`src/rtl/tmem_arbiter.sv`:
```
// tmem_arbiter: shares one single-port ternary memory between the fetch unit
// (read-only) and the load/store unit (read/write). Each transaction takes
// three cycles: grant in IDLE, strobe in ISSUE, and acknowledge in RESP.
// When both ports request, they alternate by round-robin. An address that
// contains a 2'b11 trit is acknowledged with an error and never reaches the
// memory.
module tmem_arbiter #(
  parameter int WORD_SIZE     = 9,
  parameter int MEM_ADDR_SIZE = 3
) (
  input  logic                       clock,
  input  logic                       reset,
  // fetch port
  input  logic                       if_req,
  input  logic [2*MEM_ADDR_SIZE-1:0] if_addr,
  output logic                       if_ack,
  output logic [2*WORD_SIZE-1:0]     if_rdata,
  output logic                       if_err,
  // data port
  input  logic                       d_req,
  input  logic                       d_we,
  input  logic [2*MEM_ADDR_SIZE-1:0] d_addr,
  input  logic [2*WORD_SIZE-1:0]     d_wdata,
  output logic                       d_ack,
  output logic [2*WORD_SIZE-1:0]     d_rdata,
  output logic                       d_err,
  // memory side
  output logic                       mem_read_enable,
  output logic                       mem_write_enable,
  output logic [2*MEM_ADDR_SIZE-1:0] mem_address,
  output logic [2*WORD_SIZE-1:0]     mem_data_in,
  input  logic [2*WORD_SIZE-1:0]     mem_data_out,
  output logic                       busy
);
  localparam int DW = 2*WORD_SIZE;
  localparam int AW = 2*MEM_ADDR_SIZE;

  typedef enum logic [1:0] {IDLE, ISSUE, RESP} state_e;
  typedef enum logic {PORT_IF = 1'b0, PORT_D = 1'b1} port_e;

  // Fields of the granted transaction, frozen from grant to response.
  typedef struct packed {
    port_e         port;
    logic          we;
    logic          err;
    logic [AW-1:0] addr;
    logic [DW-1:0] wdata;
  } txn_t;

  state_e state_q, state_d;
  port_e  last_q, last_d;
  port_e  gnt;
  txn_t   txn_q, txn_d;
  logic   re_q, re_d;
  logic   we_q, we_d;
  logic   resp_ok;

  // An address is unusable if any of its trits uses the reserved code 2'b11.
  function automatic logic has_bad_trit(input logic [AW-1:0] a);
    logic bad;
    bad = 1'b0;
    for (int i = 0; i < MEM_ADDR_SIZE; i++)
      bad = bad | (a[2*i +: 2] == 2'b11);
    return bad;
  endfunction

  // Next-state logic: grant and latch in IDLE, record the winner in ISSUE.
  // The strobes are computed one cycle ahead so that they are registered.
  always_comb begin
    state_d = state_q;
    last_d  = last_q;
    txn_d   = txn_q;
    gnt     = PORT_IF;
    re_d    = 1'b0;
    we_d    = 1'b0;
    unique case (state_q)
      IDLE: begin
        if (if_req || d_req) begin
          if (if_req && d_req) gnt = (last_q == PORT_D) ? PORT_IF : PORT_D;
          else                 gnt = d_req ? PORT_D : PORT_IF;
          txn_d.port  = gnt;
          txn_d.addr  = (gnt == PORT_D) ? d_addr : if_addr;
          txn_d.we    = (gnt == PORT_D) & d_we;
          txn_d.wdata = (gnt == PORT_D) ? d_wdata : '0;
          txn_d.err   = has_bad_trit(txn_d.addr);
          re_d        = ~txn_d.err & ~txn_d.we;
          we_d        = ~txn_d.err &  txn_d.we;
          state_d     = ISSUE;
        end
      end
      ISSUE: begin
        last_d  = txn_q.port;
        state_d = RESP;
      end
      RESP:    state_d = IDLE;
      default: state_d = IDLE;
    endcase
  end

  // State, round-robin pointer, latched transaction, and memory strobes.
  always_ff @(posedge clock) begin
    if (reset) begin
      state_q <= IDLE;
      last_q  <= PORT_D;
      txn_q   <= '0;
      re_q    <= 1'b0;
      we_q    <= 1'b0;
    end else begin
      state_q <= state_d;
      last_q  <= last_d;
      txn_q   <= txn_d;
      re_q    <= re_d;
      we_q    <= we_d;
    end
  end

  assign mem_read_enable  = re_q;
  assign mem_write_enable = we_q;
  assign mem_address      = txn_q.addr;
  assign mem_data_in      = txn_q.wdata;
  assign busy             = (state_q == ISSUE) || (state_q == RESP);

  // A reset that lands in the RESP cycle still suppresses the acknowledge,
  // because reset takes precedence over completing the transaction.
  assign resp_ok  = (state_q == RESP) && !reset;

  assign if_ack   = resp_ok && (txn_q.port == PORT_IF);
  assign d_ack    = resp_ok && (txn_q.port == PORT_D);
  assign if_err   = if_ack && txn_q.err;
  assign d_err    = d_ack  && txn_q.err;
  assign if_rdata = (if_ack && !txn_q.err && !txn_q.we) ? mem_data_out : '0;
  assign d_rdata  = (d_ack  && !txn_q.err && !txn_q.we) ? mem_data_out : '0;

endmodule

```
`config.mk`:
```
export PLATFORM = sky130hd
export DESIGN_NAME = tmem_arbiter
export DESIGN_NICKNAME = d
export VERILOG_FILES = /design/src/rtl/tmem_arbiter.sv
export SDC_FILE = /design/constraint.sdc
export NUM_CORES = 1
export LEC_CHECK = 0
export CORE_MARGIN = 2
export CORE_UTILIZATION = 38
export CTS_CLUSTER_DIAMETER = 50
export DETAILED_ROUTE_END_ITERATION = 7
export PLACE_DENSITY = 0.86
export REMOVE_ABC_BUFFERS = 1
export SYNTH_ARGS = -nofsm -noshare
export SYNTH_HDL_FRONTEND = slang
export SYNTH_SLANG_ARGS = --single-unit
```
`constraint.sdc`:
```
create_clock -name clock -period 2.5 [get_ports clock]
set_input_delay 0.25 -clock clock [delete_from_list [all_inputs] [get_ports clock]]
set_output_delay 0.25 -clock clock [all_outputs]
set_load 0.02 [all_outputs]
```
==> impl_metrics.env <==
export IMPL_post_cts_buffers=0
export IMPL_met3_length_um=368
export IMPL_num_vias=1552
export IMPL_hold_violations=0
export IMPL_max_freq_mhz=452
export IMPL_clock_latency_ps=280
export IMPL_yosys_area_share_adder=0.0368
export IMPL_routed_top_layer="met4"
export IMPL_maxSlewViolCount=0
export IMPL_min_path_type="register to register"
export IMPL_drt_drc_violations_left=0
export IMPL_grt_first_pass_wirelength_mm=7.51
export IMPL_required_ps=2250
export IMPL_leakage_nw=1.79
export IMPL_startpoint_type="register"
export IMPL_drt_met1_wl_mm=1.97
export IMPL_drive_gt1_frac=0.116
export IMPL_final_nets=324
export IMPL_ys_warn_count=0
export IMPL_cp_end_kind="primary output"
export IMPL_gp_congestion=0.812
export IMPL_dpl_hpwl_mm=3.70
export IMPL_ioPinCount=120
export IMPL_start_util=0.393
export IMPL_dieArea_mm2=0.00502
export IMPL_power_density_mw_per_mm2=456
export IMPL_regArea_um2=641
export IMPL_status="completed"
export IMPL_coreArea_mm2=0.00432
export IMPL_grt_pass1_vias=1563
export IMPL_syn_mean_instance_area_um2=10.3
export IMPL_final_setup_tns_ps=0
export IMPL_clk_pin_slew_worst_paths_ps=60
export IMPL_maxCapViolCount=0
export IMPL_cts_path_max_buffers=2
export IMPL_h_tree_depth=2
export IMPL_yosys_area_share_simple=0.219
export IMPL_drt_total_wl_mm=4.84
export IMPL_synth_cell_type_count=30
export IMPL_whs_ps=469
export IMPL_fillers=313
export IMPL_synth_xor_area_frac=0
export IMPL_drt_iter0_markers=42
export IMPL_ys_ff_latch=32
export IMPL_skew_ps=2.37
export IMPL_worstPathArrival_ps=1960
export IMPL_period_minus_slack_ps=2210
export IMPL_synth_top_family_by_area="simple AND/OR/NAND/NOR gates"
export IMPL_critical_path_max_fanout=4
export IMPL_synth_area_mm2=0.00170
export IMPL_crit_type="register to primary output"
export IMPL_antenna_found_initial=0
export IMPL_dr_wl_met2_mm=2.43
export IMPL_num_rows=24
export IMPL_root_buffer="clkbuf_8"
export IMPL_clock_sinks=32
export IMPL_cts_tree="done"
export IMPL_track_usage=0.189
export IMPL_dieHeight_um=70.9
export IMPL_synthMuxAreaShare=0.0538
export IMPL_portBuffers=119
export IMPL_setup_viol=0
export IMPL_viasPerCell=4.87
export IMPL_yosysSeqAreaShare=0.377
export IMPL_fin_crit_sh=0.885
export IMPL_die_width_um=70.9
export IMPL_max_slew_margin=0.633
export IMPL_gr_total_overflow=0
export IMPL_ant_nets=0
export IMPL_dr_pass1_iters=4
export IMPL_cts_hold_buf=0
export IMPL_synth_compound_area_frac=0.171
export IMPL_multi_input_area_um2=816
export IMPL_peakVddDrop_v=0.000455
export IMPL_area_growth_synth_to_final_pct=75.0
export IMPL_synthCells=165
export IMPL_n_antenna_cell=0
export IMPL_worst_slew_pin_slew_ps=546
export IMPL_grt_max_degree=28
export IMPL_cts_buffers=5
export IMPL_grt_setup_unrepaired="false"
export IMPL_wire_per_inst_um=15.2
==> cell usage after synthesis <==
cell / count / area [um2]
buf_2: 2 / 10.0
buf_6: 2 / 22.5
mux2i_1: 8 / 80.1
a21oi_1: 1 / 5.00
nand2b_1: 1 / 6.26
and2_2: 9 / 67.6
o21ai_1: 1 / 5.00
nor2b_1: 2 / 12.5
o2bb2ai_1: 7 / 61.3
nand3b_1: 1 / 7.51
a211o_2: 1 / 10.0
nor2_2: 1 / 6.26
buf_4: 27 / 203
and3_1: 1 / 6.26
mux2_2: 1 / 11.3
a21o_1: 1 / 7.51
nor3b_2: 1 / 12.5
a222oi_1: 2 / 20.0
nor2_1: 2 / 7.51
ha_1: 5 / 62.6
and3b_2: 1 / 10.0
nor3b_1: 1 / 7.51
a21boi_1: 1 / 7.51
dfxtp_1: 32 / 641
and2_1: 29 / 181
a22o_1: 19 / 166
inv_1: 2 / 7.51
nor3b_4: 2 / 37.5
and2_4: 1 / 8.76
o21a_1: 1 / 7.51
==> worst max-delay path, stage by stage (launching register included) <==
cell             delay [ps]
dfxtp_1                 380
inv_1                    90
ha_1                    200
nor3b_2                 160
buf_4                   130
and2_2                  180
clkdlybuf4s50_1         540
==> routing by layer <==
metal  global-route usage  up-vias
li1                     -      761
met3               0.0584        9
met1                0.211      701
met5                    0        -
met2                0.340       81
met4               0.0608        0
==> power breakdown <==
| part | switching [mW] | internal [mW] | total [mW] | leakage [nW] |
|---|---|---|---|---|
| registers | 0.0299 | 0.553 | 0.583 | 0.262 |
| clock network | 0.179 | 0.219 | 0.399 | 0.0510 |
| logic | 0.163 | 0.210 | 0.373 | 1.48 |
==> layout by cell type, fill, tap and decap left out <==
master           Yosys  layout
a211o_2              1       1
a21boi_1             1       1
a21o_1               1       1
a21oi_1              1       1
a222oi_1             2       2
a22o_1              19      19
and2_1              29      29
and2_2               9       9
and2_4               1       1
and3_1               1       1
and3b_2              1       1
buf_12               0       2
buf_4               27       4
clkbuf_8             0       6
clkdlybuf4s50_1      0      83
clkinv_2             0       2
dfxtp_1             32      32
dlymetal6s2s_1       0      36
ha_1                 5       5
inv_1                2       2
mux2_2               1       1
mux2i_1              8       8
nand2b_1             1       1
nand3b_1             1       1
nor2_1               2       2
nor2_2               1       1
nor2b_1              2       2
nor3b_1              1       1
nor3b_2              1       1
nor3b_4              2       2
o21a_1               1       1
o21ai_1              1       1
o2bb2ai_1            7       7
==> path summary, 6_finish.rpt <==
check	startpoint	cells after the start	endpoint	slack, ps
worst max-delay path	state_q[0]$_SDFFE_PP0P_	6	if_err	290
worst min-delay path	mem_address[2]$_SDFFE_PP0N_	1	mem_address[2]$_SDFFE_PP0N_	470
worst max register to register	state_q[1]$_SDFFE_PP0P_	5	state_q[0]$_SDFFE_PP0P_	1030
worst min register to register	mem_address[2]$_SDFFE_PP0N_	1	mem_address[2]$_SDFFE_PP0N_	470
==> kinds of logic (layout without fill, tap and decap cells) <==
logic type | Yosys count | count (layout)
AO/OA/AOI/OAI | 34 | 34
adder cells (fa/ha/maj) | 5 | 5
buffers and inverters | 33 | 135
flip-flops | 32 | 32
multiplexers | 9 | 9
AND/OR/NAND/NOR | 52 | 52
==> registers in the layout, summed over array words and instances (netlist names) <==
| signal | cells |
|---|---|
| last_q | 1 |
| mem_address | 6 |
| state_q | 2 |
| mem_write_enable | 1 |
| txn_q | 3 |
| mem_read_enable | 1 |
| mem_data_in | 18 |
==> layout make-up <==
class                           instances  area share
Inverter                                2     0.00253
Clock inverter                          2     0.00337
Sequential cell                        32       0.215
Clock buffer                            6      0.0278
Multi-Input combinational cell        100       0.274
Tap cell                               52      0.0219
Timing Repair Buffer                  125       0.455
==> what timing repair did <==
item / CTS / global route
endpoints found under the hold margin: 0 / 0
endpoints found under the setup margin: 0 / 36
gates resized for setup: 0 / 36
==> through the flow <==
| stage | power [mW] | cell area (um2) | setup WS, ps | utilization | std cells |
|---|---|---|---|---|---|
| 3_5_place_dp | 0.970 | 2790 | 153 | 0.645 | 311 |
| 2_1_floorplan | 0.754 | 1460 | 606 | - | 134 |
| 4_1_cts | 1.37 | 2880 | 3.53 | 0.667 | 319 |
| 3_3_place_gp | 0.960 | 2790 | 184 | 0.645 | 311 |
| 6_report | 1.35 | 2970 | 287 | 0.688 | 319 |
| 5_1_grt | 1.42 | 2970 | 151 | 0.688 | 319 |
Note: power is estimated with default switching activity, not from simulation.
==> RTL edit (same settings) <==
Put a register stage on the outputs `if_err` and `d_err`, with the module's reset. The values now appear one clock later. The other outputs are not delayed to match.
--- a/src/rtl/tmem_arbiter.sv
+++ b/src/rtl/tmem_arbiter.sv
@@ -127,6 +127,13 @@
   assign if_ack   = resp_ok && (txn_q.port == PORT_IF);
   assign d_ack    = resp_ok && (txn_q.port == PORT_D);
-  assign if_err   = if_ack && txn_q.err;
-  assign d_err    = d_ack  && txn_q.err;
+  always_ff @(posedge clock) begin
+    if (reset) begin
+      if_err <= '0;
+      d_err  <= '0;
+    end else begin
+      if_err <= if_ack && txn_q.err;
+      d_err  <= d_ack  && txn_q.err;
+    end
+  end
   assign if_rdata = (if_ack && !txn_q.err && !txn_q.we) ? mem_data_out : '0;
   assign d_rdata  = (d_ack  && !txn_q.err && !txn_q.we) ? mem_data_out : '0;
Function: changed (Yosys sat finds a counterexample within 4 cycles, from zero or initial values and one cycle with reset high).
==> RTL edit against the original RTL <==
Via count increased by 0.90%; routed wire length down 2.4%; sequential cell count increased by 2; count of clock-buffer cells in the layout up 1; synthesized cell count is 1.2% higher; synthesized area rose by 2.4%; cell area shrank 0.63%; core utilization decreased by 1.4 points; worst setup slack worse by 0.093 ns; power up 2.1%; largest power group unchanged.
==> RTL edit: results (changes against the original RTL) <==
status -> completed (unchanged)
Peak VDD IR -> 0.3470 mV (was 0.4552 mV)
GP Congestion -> 0.7771 (was 0.8119)
Adder-Cell Fraction of Synth Area -> 3.597% (was 3.682%)
DRT Pass-1 Iters -> 5 (was 4)
vias in the first global route -> 1505 (was 1563)
Iteration-0 DRC Markers -> 53 (was 42)
post-synthesis compound-gate area fraction -> 16.69% (was 17.08%)
antenna violations before repair -> 0 (unchanged)
# port buffers -> 119 (unchanged)
mux cell area share after synthesis -> 5.252% (was 5.376%)
Synth top cells by count -> 34 x dfxtp_1, 29 x and2_1, 27 x buf_4 (was 32 x dfxtp_1, 29 x and2_1, 27 x buf_4)
max reg flops -> 18 (unchanged)
Post-Synth XOR/XNOR Area -> 0% (unchanged)
Max FO, Critical Path -> 4 (unchanged)
Num CTS Buffers -> 5 (unchanged)
HP Class -> reg -> reg (unchanged)
total setup buffers inserted after CTS -> 0 (unchanged)
YS warnings -> 0 (unchanged)
# H-tree levels -> 2 (unchanged)
register area share after synthesis -> 39.14% (was 37.70%)
cell-internal power -> 1.013 mW (was 982.2 uW)
pin count of the biggest net entering global routing -> 28 (unchanged)
final wirelength -> 4719 um (was 4837 um)
Detailed Place HPWL -> 3742 um (was 3703 um)
setup TNS -> 0 ns (unchanged)
antenna cell count -> 0 (unchanged)
worst skew pair latency -> 0.27 ns
gr usage total -> 17.58% (was 18.86%)
Root Driver -> clkbuf_8 (unchanged)
Clock Skew -> 0.002876 ns (was 0.002367 ns)
synth top area cells -> dfxtp_1 39%, buf_4 12%, and2_1 10% (was dfxtp_1 38%, buf_4 12%, and2_1 11%)
leakage -> 1.646 nW (was 1.789 nW)
first-pass GRT wire length -> 7176 um (was 7507 um)
Async S/R FF share, synth -> 0% (unchanged)
Layout Nets -> 327 (was 324)
drt via density -> 4.863 (was 4.865)
Worst-Margin Slew -> 0.5539 ns (was 0.5462 ns)
share of cells above drive strength 1 -> 11.48% (was 11.61%)
clk slew on worst S/H paths -> 0.06 ns (about the same)
WP data arrival -> 2.06 ns (was 1.96 ns)
largest family of logic cells by synthesized area -> simple AND/OR/NAND/NOR gates (unchanged)
-- RTL edit: cell types whose count changed after synthesis, sizes merged --
cell / before / now
dfxtp: 32 / 34
-- RTL edit: worst paths after layout --
check,slack (ns),from,cells past startpoint,end
setup / recovery,0.19,state_q[0]$_SDFFE_PP0P_,6,d_rdata[6]
hold / removal,0.47,mem_address[2]$_SDFFE_PP0N_,1,mem_address[2]$_SDFFE_PP0N_
setup reg to reg,1.04,state_q[0]$_SDFFE_PP0P_,5,mem_data_in[9]$_SDFFE_PP0N_
hold reg to reg,0.47,mem_address[2]$_SDFFE_PP0N_,1,mem_address[2]$_SDFFE_PP0N_
-- RTL edit: timing repair --
item / in CTS / in global routing
pin swaps: 0 / 0
setup endpoints to repair: 10 / 25
resized for setup: 10 / 25
-- RTL edit: cells by family after synthesis --
kind of cell	count (synthesis)
mux	9
simple gates	52
buf+inv	33
compound gates	34
flops	34
fa+ha+maj	5
-- RTL edit: power groups by stage --
stage          Clock, mW  Combinational, mW  Sequential [mW]
3_5_place_dp           0              0.375            0.626
2_1_floorplan          0              0.127            0.661
4_1_cts            0.408              0.374            0.615
3_3_place_gp           0              0.367            0.625
6_report           0.400              0.369            0.615
5_1_grt            0.436              0.395            0.620
-- RTL edit: final cells by class --
class / count / area, um^2
clock buffers: 7 / 86.33
multi-input cells: 100 / 815.8
repair buffers: 126 / 1294
clock inverters: 1 / 5.005
flip-flops and latches: 34 / 680.7
fillers: 344 / 1430
inverters: 2 / 7.507
well taps: 52 / 65.06
-- RTL edit: critical path, stage by stage (launching register included) --
cell,delay [ns]
dfxtp_1,0.34
inv_1,0.11
ha_1,0.16
and3b_2,0.19
nor3b_4,0.20
and2_1,0.15
clkdlybuf4s50_1,0.63
-- RTL edit: per-layer routing --
metal / track usage (%) / part of all wire [%] / vias to the layer above / wire length [um]
met3: 5.204 / 10 / 2 / 491
met5: 0 / 0 / - / 0
met2: 32.51 / 52 / 83 / 2443
met1: 19.76 / 37 / 716 / 1767
met4: 3.983 / 0.36 / 0 / 17
li1: - / - / 765 / -
-- RTL edit: through the flow --
| stage | util (%) | setup WS (ns) | power, mW | cells | instance area (um^2) |
|---|---|---|---|---|---|
| 6_report | 67.38 | 0.1942 | 1.383 | 322 | 2954 |
| 3_3_place_gp | 64.16 | 0.1825 | 0.9920 | 314 | 2813 |
| 5_1_grt | 67.38 | 0.06650 | 1.452 | 322 | 2954 |
| 4_1_cts | 65.95 | 0.003191 | 1.397 | 322 | 2892 |
| 3_5_place_dp | 64.16 | 0.1312 | 1.001 | 314 | 2813 |
| 2_1_floorplan | - | 0.6059 | 0.7872 | 136 | 1504 |
